File: config.mk
export PLATFORM = sky130hd
export DESIGN_NAME = inv_shift_rows_pipe
export DESIGN_NICKNAME = d
export VERILOG_FILES = /design/src/rtl/inv_shift_rows_pipe.sv
export SDC_FILE = /design/constraint.sdc
export NUM_CORES = 1
export LEC_CHECK = 0
export ABC_AREA = 1
export CAP_MARGIN = 15
export CORE_MARGIN = 2
export CORE_UTILIZATION = 35
export CTS_BUF_LIST = sky130_fd_sc_hd__clkbuf_8
export DETAILED_ROUTE_END_ITERATION = 12
export RECOVER_POWER = 25
export SYNTH_ARGS = -nofsm -noshare
export SYNTH_HDL_FRONTEND = slang
export SYNTH_SLANG_ARGS = --single-unit
File: constraint.sdc
create_clock -name clk -period 21.9 [get_ports clk]
set_input_delay 6.57 -clock clk [delete_from_list [all_inputs] [get_ports clk]]
set_output_delay 6.57 -clock clk [all_outputs]
set_load 0.01 [all_outputs]
File: src/rtl/inv_shift_rows_pipe.sv
// rtl/inv_shift_rows_pipe.sv - AES-128 InvShiftRows stage with registered output and skid slot
// Optional INV_SR_TAG_EN carries a 4-bit tag with each block through both slots.
module inv_shift_rows_pipe #(
  parameter int CNT_W = 16
) (
  input  logic             clk,
  input  logic             rst,
  input  logic             flush,
  input  logic             in_valid,
  output logic             in_ready,
  input  logic [127:0]     D_in,
`ifdef INV_SR_TAG_EN
  input  logic [3:0]       tag_in,
  output logic [3:0]       tag_out,
`endif
  output logic             out_valid,
  input  logic             out_ready,
  output logic [127:0]     D_out,
  output logic [CNT_W-1:0] blk_cnt
);

  // State encoding is {out_valid, skid_valid}; 2'b01 is unreachable.
  typedef enum logic [1:0] {
    ST_EMPTY = 2'b00,
    ST_ONE   = 2'b10,
    ST_FULL  = 2'b11
  } state_t;

  state_t           state_q, state_d;
  logic [127:0]     main_data_q, main_data_d;
  logic [127:0]     skid_data_q, skid_data_d;
  logic [CNT_W-1:0] blk_cnt_q, blk_cnt_d;
`ifdef INV_SR_TAG_EN
  logic [3:0]       main_tag_q, main_tag_d;
  logic [3:0]       skid_tag_q, skid_tag_d;
`endif

  logic in_xfer;
  logic out_xfer;
  logic load_main_in;
  logic load_skid_in;
  logic load_main_skid;

  // out(r,c) = in(r,(c-r) mod 4), byte k = 4*col+row counted from the MSB.
  function automatic logic [127:0] inv_shift_rows(input logic [127:0] s);
    logic [127:0] o;
    int           src;
    o = '0;
    for (int c = 0; c < 4; c++) begin
      for (int r = 0; r < 4; r++) begin
        src = 4 * ((c - r + 4) % 4) + r;
        o[127 - 8 * (4 * c + r) -: 8] = s[127 - 8 * src -: 8];
      end
    end
    return o;
  endfunction

  assign in_xfer  = in_valid & in_ready;
  assign out_xfer = out_valid & out_ready;

  always_ff @(posedge clk or posedge rst) begin
    if (rst) begin
      state_q     <= ST_EMPTY;
      main_data_q <= '0;
      skid_data_q <= '0;
      blk_cnt_q   <= '0;
`ifdef INV_SR_TAG_EN
      main_tag_q  <= '0;
      skid_tag_q  <= '0;
`endif
    end else begin
      state_q     <= state_d;
      main_data_q <= main_data_d;
      skid_data_q <= skid_data_d;
      blk_cnt_q   <= blk_cnt_d;
`ifdef INV_SR_TAG_EN
      main_tag_q  <= main_tag_d;
      skid_tag_q  <= skid_tag_d;
`endif
    end
  end

  always_comb begin
    state_d = state_q;
    if (flush) begin
      state_d = ST_EMPTY;
    end else begin
      case (state_q)
        ST_EMPTY: if (in_xfer) state_d = ST_ONE;
        ST_ONE: begin
          if (in_xfer && !out_xfer)      state_d = ST_FULL;
          else if (!in_xfer && out_xfer) state_d = ST_EMPTY;
        end
        ST_FULL:  if (out_xfer) state_d = ST_ONE;
        default:  state_d = ST_EMPTY;
      endcase
    end
  end

  always_comb begin
    in_ready       = ~state_q[0];
    out_valid      = state_q[1];
    load_main_in   = 1'b0;
    load_skid_in   = 1'b0;
    load_main_skid = 1'b0;
    // A flush discards whatever would have been captured this cycle.
    if (!flush) begin
      case (state_q)
        ST_EMPTY: load_main_in = in_valid;
        ST_ONE: begin
          load_main_in = in_valid & out_ready;
          load_skid_in = in_valid & ~out_ready;
        end
        ST_FULL:  load_main_skid = out_ready;
        default:  ;
      endcase
    end
  end

  always_comb begin
    main_data_d = main_data_q;
    skid_data_d = skid_data_q;
    if (load_main_in)        main_data_d = inv_shift_rows(D_in);
    else if (load_main_skid) main_data_d = skid_data_q;
    if (load_skid_in)        skid_data_d = inv_shift_rows(D_in);
    blk_cnt_d = blk_cnt_q + CNT_W'(out_xfer & ~flush);
  end

`ifdef INV_SR_TAG_EN
  always_comb begin
    main_tag_d = main_tag_q;
    skid_tag_d = skid_tag_q;
    if (load_main_in)        main_tag_d = tag_in;
    else if (load_main_skid) main_tag_d = skid_tag_q;
    if (load_skid_in)        skid_tag_d = tag_in;
  end

  assign tag_out = main_tag_q;
`endif

  assign D_out   = main_data_q;
  assign blk_cnt = blk_cnt_q;

endmodule

# Word-level counts from Yosys, hierarchy flattened
# Index checks and enable logic that the tools add are counted.
[classes] n_bitwise=8 eq_ne=5 addsub=1 n_reduce_logical=7 muxes=14
[ops] operator="$mux 128" n=2
[ops] operator="$add 16x16->16" n=1
[ops] operator="$and 1x16->16" n=1
[ops] operator="$not 1->16" n=1
[ops] operator="$mux 2" n=5
[ops] operator="$ne 3x3->1 const B" n=2
[ops] operator="$pmux 2 s3" n=1
[ops] operator="$mux 1" n=5
[ops] operator="$and 1x1->1" n=4
[ops] operator="$eq 2x2->1 const B" n=2
[ops] operator="$ne 4x4->1 const B" n=1
[ops] operator="$reduce_and 3->1" n=1
[ops] operator="$logic_and 1x1->1" n=2
[ops] operator="$logic_not 1->1" n=2
[ops] operator="$logic_not 2->1" n=1
[ops] operator="$not 1->1" n=2
[ops] operator="$pmux 1 s2" n=1
[ops] operator="$reduce_bool 2->1" n=1
[totals] wordCells=39 inputBits=133 regBits=274 out_inout_bits=146

# Longest topological paths before layout
# Gate-level depths: netlist of the first run.
[depth] word_depth=8 mapped_depth=11 depth_no_buf=11

# Worst setup path before layout of the first run
# Ideal clock, no wire load.
[synth_timing] path_kind="input-to-reg" startpoint="in out_ready" endpoint="reg blk_cnt_q[14], in the netlist blk_cnt[14]" setup_slack_ps=14009 path_stages=11 setup_ps=118 path_buffers=0 t_required_ps=21782 arrival_time_ps=7773 cell_sequence="nand2_1 -> nor2_1 -> ha_1 -> ha_1 -> nand2_1 -> nor2_1 -> nand3_1 -> inv_1 -> nand2_1 -> nor2_1 -> nor2_1"
[synth_via] elab_chain_cells=3
[synth_rtl] element="start: declaration" line="17" source="input logic out_ready,"
[synth_rtl] element="$and 1x1->1" line="59" source="assign out_xfer = out_valid & out_ready;"
[synth_rtl] element="$and 1x16->16" line="126" source="blk_cnt_d = blk_cnt_q + CNT_W'(out_xfer & ~flush);"
[synth_rtl] element="$add 16x16->16" line="126"
[synth_rtl] element="named net blk_cnt_d[14]" line="32" source="logic [CNT_W-1:0] blk_cnt_q, blk_cnt_d;"
[synth_rtl] element="end signal: assignment" line="75" source="blk_cnt_q <= blk_cnt_d;"
[synth_rtl] element="end: declaration" line="32"
# The timed path passes the listed nets, and every way through them passes these cells.
# A chain may end at the register's enable or synchronous reset.

==> results of run 1 <==
## routing by layer
layer  global-route usage, %  part of all wire [%]  vias up
li1                        -                     -     4704
met1                   25.20                    47     4606
met2                   26.25                    44      280
met3                   4.465                   6.2       45
met4                   4.243                   1.9        0
met5                       0                     0        -
## per-stage QoR
step	hold slack [ps]	cells	worst slack, ps	instance area [um2]
3_5_place_dp	473.8	1868	11770	14690
4_1_cts	489.0	1958	12410	15770
2_1_floorplan	453.8	1238	7778	11710
5_1_grt	500.3	1958	9716	15750
3_3_place_gp	465.5	1868	11810	14690
6_report	482.9	1958	10800	15750
## power by group
group / internal, uW / switching (uW)
clock network: 298 / 210
logic: 354 / 299
registers: 744 / 139
total: 1400 / 648
## worst reg2reg max path, cell delays in order, from the launching register on
cell	delay, ps
dfrtp_1	460
ha_1	260
nand3_4	660
inv_4	840
buf_4	830
nand3_1	260
o211ai_1	150
## area by class of cell
class	count	area, um2
fillers	3089	16960
flip-flops and latches	274	6857
multi-input cells	721	3851
repair buffers	286	2855
clock buffers	68	935.9
well taps	442	553.0
inverters	145	548.0
clock inverters	22	146.4
## placed cells by master, fill, tap and decap left out, types with 4 or more instances in the layout
| master | n |
|---|---|
| dfrtp_1 | 274 |
| nand3_1 | 265 |
| clkdlybuf4s50_1 | 262 |
| inv_1 | 155 |
| nand2_1 | 155 |
| o211ai_1 | 128 |
| o21ai_0 | 116 |
| clkbuf_8 | 68 |
| dlygate4sd3_1 | 16 |
| nor2_1 | 12 |
| o21ai_1 | 12 |
| xor2_1 | 8 |
| ha_1 | 7 |
| buf_4 | 7 |
| xnor2_1 | 4 |
## state kept, by name, indices dropped and copies added (netlist names)
register     flops
skid_data_q    128
blk_cnt         16
state_q          2
D_out          128
## logic make-up after synthesis
group | count (synthesis) | share of synthesized area [%]
adders and majority gates | 7 | 0.7481
buffers and inverters | 243 | 8.657
xor gates and xnor gates | 12 | 0.8977
and+or+nand+nor | 442 | 17.25
DFF | 274 | 58.57
AOI/OAI and AO/OA | 260 | 13.88
## path summary, 6_finish.rpt
| check | to | slack, ps | cells past startpoint | from |
|---|---|---|---|---|
| min in group asynchronous | D_out[52] | 8290 | 2 | rst |
| max in group clk | D_out[86] | 12330 | 7 | flush |
| setup / recovery | skid_data_q[8] | 10800 | 3 | rst |
| setup reg to reg | D_out[86] | 18360 | 6 | state_q[1] |
| hold / removal | skid_data_q[61] | 480 | 2 | skid_data_q[61] |
| hold reg to reg | skid_data_q[61] | 480 | 2 | skid_data_q[61] |
==> summary.md, run 1 <==
| Metric | Value |
|---|---|
| RD Place Congestion | ~0.77 |
| Num ports | 279 |
| N_diodes | 0 |
| Fin crit share | between 50% and 60% |
| Die footprint | between 30,000 and 40,000 um2 |
| WL per Instance | about 16 um |
| Vias in the first global route | 9,625 |
| CTS buffer count | between 40 and 50 |
| Min Tclk post-route | approximately 11,000 ps |
| CP arrival | roughly 12,000 ps |
| Most frequent cell after synthesis | dfrtp_1 |
| Final setup fails | 0 |
| #FFs+latches synth | approximately 270 |
| Synth warn | 0 |
| Clk sinks | around 270 |
| Pins Over Slew Limit | 133 |
| Failing checks | capacitance limit, slew limit |
| RSZ-0062 raised after global routing | false |
| Post-DRT Antenna Nets | 0 |
| Post-Syn Area | approximately 12,000 um2 |
| Largest net degree at the start of global routing | 264 |
| Die extent in x | 186.9 um |
| Antenna violations before repair | 0 |
| Post-synth top flop | dfrtp_1 |
| Total length of routed wires | between 30,000 and 40,000 um |
| Gr usage total | 17.44% |
| Post-synth EDFFs | 0 |
| Achievable Freq | approximately 90 MHz |
| Power, Total | slightly above 2000 uW |
| Clock Skew | between 15 and 20 ps |
| Leakage power | ~0.0072 uW |
| CP max FO | 132 |
| Grt ovf | 0 |
| Vias per inst | 4.921 |
| Worst skew pair latency | 550 ps |
| Buf+Inv Stages, Crit Path | 3 |
| Sequential area share after synthesis | around 59% |
| CTS max path bufs | 3 |
| Max rail drop VDD | just over 0.06 mV |
| First-pass GRT wire length | between 50,000 and 60,000 um |
| Residual DRC count | 0 |
| Distinct cells, synth | 23 |
| Starting DRT DRC Count | ~730 |
| Hold buffers post-CTS | 0 |
| IO Port Bufs | between 200 and 300 |
| Initial Utilization | 35.80% |
| CP required | around 22,000 ps |
| DR vias | between 9,000 and 10,000 |
| Post-cts resize count | 0 |
| Crit path kind | input pin to async pin |
| Max-capacitance violation count | 1 |
| Syn Area/Cell | 9.457 um2 |
| Status | finished with violations |
| Crit path cell chain | dlygate4sd3_1, clkinvlp_2, buf_4 |
| Layout cells sized above 1 | ~6% |
| Synth top area cells | dfrtp_1 (59%), nand3_1 (11%), o211ai_1 (8.2%) |
| Area of the core | between 30,000 and 40,000 um2 |
| Rows | 66 |
| Synth area leader | dfrtp_1 |
| Post-DP HPWL | between 15,000 and 20,000 um |
| Pre-antenna DRT Iters | 5 |
| Post-synthesis async set-or-reset flop share | 100.0% |
| Syn nets | roughly 1,400 |
| Nets@finish | 1,616 |
| Final setup TNS | 0 ps |
| DIE HEIGHT | roughly 190 um |
| Post-CTS Setup Bufs | 0 |
| Crit end category | async pin |
| Crit-path max cell delay | 3230 ps |
| Clock slew seen by the registers of the worst setup and hold paths | roughly 60 ps |
| CTS tree | built |
| Min-delay worst type | flip-flop to flip-flop |
| Most frequent cells after synthesis | dfrtp_1 (274), nand3_1 (266), nand2_1 (155), inv_1 (141), o211ai_1 (128) |
| Slew HR | -291.3% |
| Pwr dens | 129.8 nW/um2 |
| Critical Path Slowest Stage Cell | clkinvlp_2 |
| Post-synth top area share | between 50% and 60% |
| Final core occ | 48.15% |
| Worst Tran Pin Value | between 5000 and 6000 ps |
| Root Buffer | clkbuf_8 |
| Post-Synthesis Cells | 1,238 |
| Kind of cell adding the most delay to the critical path | buffers and inverters |
| Hold Fails Final Rpt | 0 |
| Type of origin of the critical path | input pin |
| H-tree depth | 2 |
| Area growth syn-to-layout | 34.50% |
Note: power is estimated with default switching activity, not from simulation.
==> run 2: changes to the inputs <==
==> constraint.sdc (replaced) <==
create_clock -name clk -period 9.8 [get_ports clk]
set_input_delay 2.94 -clock clk [delete_from_list [all_inputs] [get_ports clk]]
set_output_delay 2.94 -clock clk [all_outputs]
set_load 0.01 [all_outputs]
==> summary.md, run 2 (synthesized netlist as in run 1, its figures left out) <==
| Metric | Value |
|---|---|
| H-tree depth | 2 |
| Fin crit share | about three quarters |
| Commonest non-fill, non-tap cell in the layout | dfrtp_1 |
| Post-DP HPWL | around 19,000 um |
| Residual DRC count | 0 |
| Largest net degree at the start of global routing | 257 |
| Most frequent cells in the layout | dfrtp_1 (274), nand3_1 (265), clkdlybuf4s50_1 (250), inv_1 (157), nand2_1 (155) |
| Clock Skew | between 15 and 20 ps |
| Status | finished with violations |
| Final Non-Filler Cells | about 1,900 |
| Area growth syn-to-layout | 32.54% |
| Achievable Freq | around 140 MHz |
| Post-CTS Setup Bufs | 0 |
| DP Cell Count | about 1,900 |
| Slew HR | -194.1% |
| RD Place Congestion | approximately 0.79 |
| Die footprint | ~35,000 um2 |
| Min-delay worst type | flip-flop to flip-flop |
| Max-capacitance violation count | 2 |
| Layout cells sized above 1 | about 5% |
| Final setup TNS | 0 ps |
| Sequential share of power | around 45% |
| Worst Tran Pin Value | 4411 ps |
| CTS tree | built |
| Reg2Reg Setup Slack | 5050 ps |
| Design area | about 16,000 um2 |
| RR Startpoint | state_q[0] |
| Vias in the first global route | approximately 9,400 |
| WL per Instance | approximately 16 um |
| Worst Reg-to-Reg Cells | 5 |
| Hold buffers post-CTS | 0 |
| IO Port Bufs | about 280 |
| Leakage power | 0.007100 uW |
| Min Tclk post-route | just over 7000 ps |
| RSZ-0062 raised after global routing | false |
| Grt ovf | 0 |
| Num ports | approximately 280 |
| Initial Utilization | approximately 36% |
| Sw Share | 32.54% |
| Die extent in x | approximately 190 um |
| CP max FO | ~260 |
| # fillers | 3,114 |
| Rows | 66 |
| Worst skew pair latency | approximately 550 ps |
| Failing checks | capacitance limit, slew limit |
| Area of the core | around 33,000 um2 |
| Gr usage total | 17.27% |
| Crit path launch | flush |
| Pwr dens | approximately 280 nW/um2 |
| Internal | just under 3000 uW |
| DR vias | 9,662 |
| Clock slew seen by the registers of the worst setup and hold paths | approximately 60 ps |
| CTS max path bufs | 3 |
| Switch Pwr | between 1000 and 1500 uW |
| Pre-antenna DRT Iters | 7 |
| Crit end category | flip-flop |
| Starting DRT DRC Count | 740 |
| Cell Area, Placed | roughly 15,000 um2 |
| Type of origin of the critical path | input pin |
| Max rail drop VDD | 0.1270 mV |
| Total length of routed wires | ~31,000 um |
| Final core occ | 47.45% |
| Clock share of power | a little over a fifth |
| N_diodes | 0 |
| Antenna violations before repair | 0 |
| CP required | 10,020 ps |
| CP arrival | approximately 7400 ps |
| Nets@finish | roughly 1,600 |
| Post-DRT Antenna Nets | 0 |
| Comb power frac | about a third |
| Hold Fails Final Rpt | 0 |
| DIE HEIGHT | about 190 um |
| Hold WS | about 480 ps |
| First-pass GRT wire length | 50,230 um |
| Crit path kind | input pin to flip-flop |
| Vias per inst | 4.970 |
| Setup crit end | skid_data_q[21] |
| Root Buffer | clkbuf_8 |
| FF-to-FF End | skid_data_q[21] |
| Pins Over Slew Limit | around 300 |
| Final setup fails | 0 |
| Post-cts resize count | 0 |
| CTS buffer count | 47 |
| Clk sinks | between 200 and 300 |
run 2: cell count changes in the layout (fill, tap and decap cells not counted):
cell	delta
clkinvlp_4	-1
dlygate4sd3_1	+12
o21ai_1	-12
buf_12	+1
bufinv_16	-2
inv_1	+2
clkdlybuf4s50_1	-12
clkbuf_2	+1
clkbuf_8	-13
o21ai_0	+12
buf_4	-2
run 2: how the worst min path moves through the flow:
| stage | from | end | slack, ps | depth (start not counted) |
|---|---|---|---|---|
| after floorplan | skid_data_q[100] | skid_data_q[100] | 450 | 2 |
| after global placement | skid_data_q[104] | skid_data_q[104] | 470 | 2 |
| after detailed placement | skid_data_q[35] | skid_data_q[35] | 470 | 2 |
| after CTS | skid_data_q[114] | skid_data_q[114] | 490 | 2 |
| after global routing | skid_data_q[114] | skid_data_q[114] | 500 | 2 |
| final | skid_data_q[108] | skid_data_q[108] | 480 | 2 |
run 2: area by class of cell:
type,instances,area (um2),share of cell area [%]
Timing Repair Buffer,286,2865,18.46
Inverter,145,548.0,3.532
Clock buffer,55,757.0,4.878
Multi-Input combinational cell,721,3851,24.82
Sequential cell,274,6857,44.19
Clock inverter,21,86.33,0.5564
Tap cell,442,553.0,3.564
run 2: power groups by stage:
stage	logic (uW)	registers, uW	clock network [uW]
after floorplan	621	2050	0
after detailed placement	1490	1990	0
final	1450	1980	945
after global placement	1450	1980	0
after CTS	1490	1980	980
after global routing	1600	2050	1040
run 2: layer usage:
metal | vias to the layer above | track usage [%] | part of all wire (%)
met5 | - | 0 | 0
met1 | 4635 | 24.37 | 47
met2 | 299 | 26.64 | 45
met3 | 45 | 4.540 | 7.2
met4 | 0 | 4.060 | 1.5
li1 | 4683 | - | -
run 2: stage by stage:
stage | worst slack (ps) | power, uW
after detailed placement | 3290 | 3483
final | 2634 | 4377
after global placement | 3403 | 3433
after global routing | 2034 | 4692
after floorplan | 3237 | 2667
after CTS | 3896 | 4457
run 2: critical path, cell delays in order:
cell,delay [ps]
dlygate4sd3_1,650
nor2_1,130
nand3b_1,110
clkbuf_2,3020
o21ai_0,380
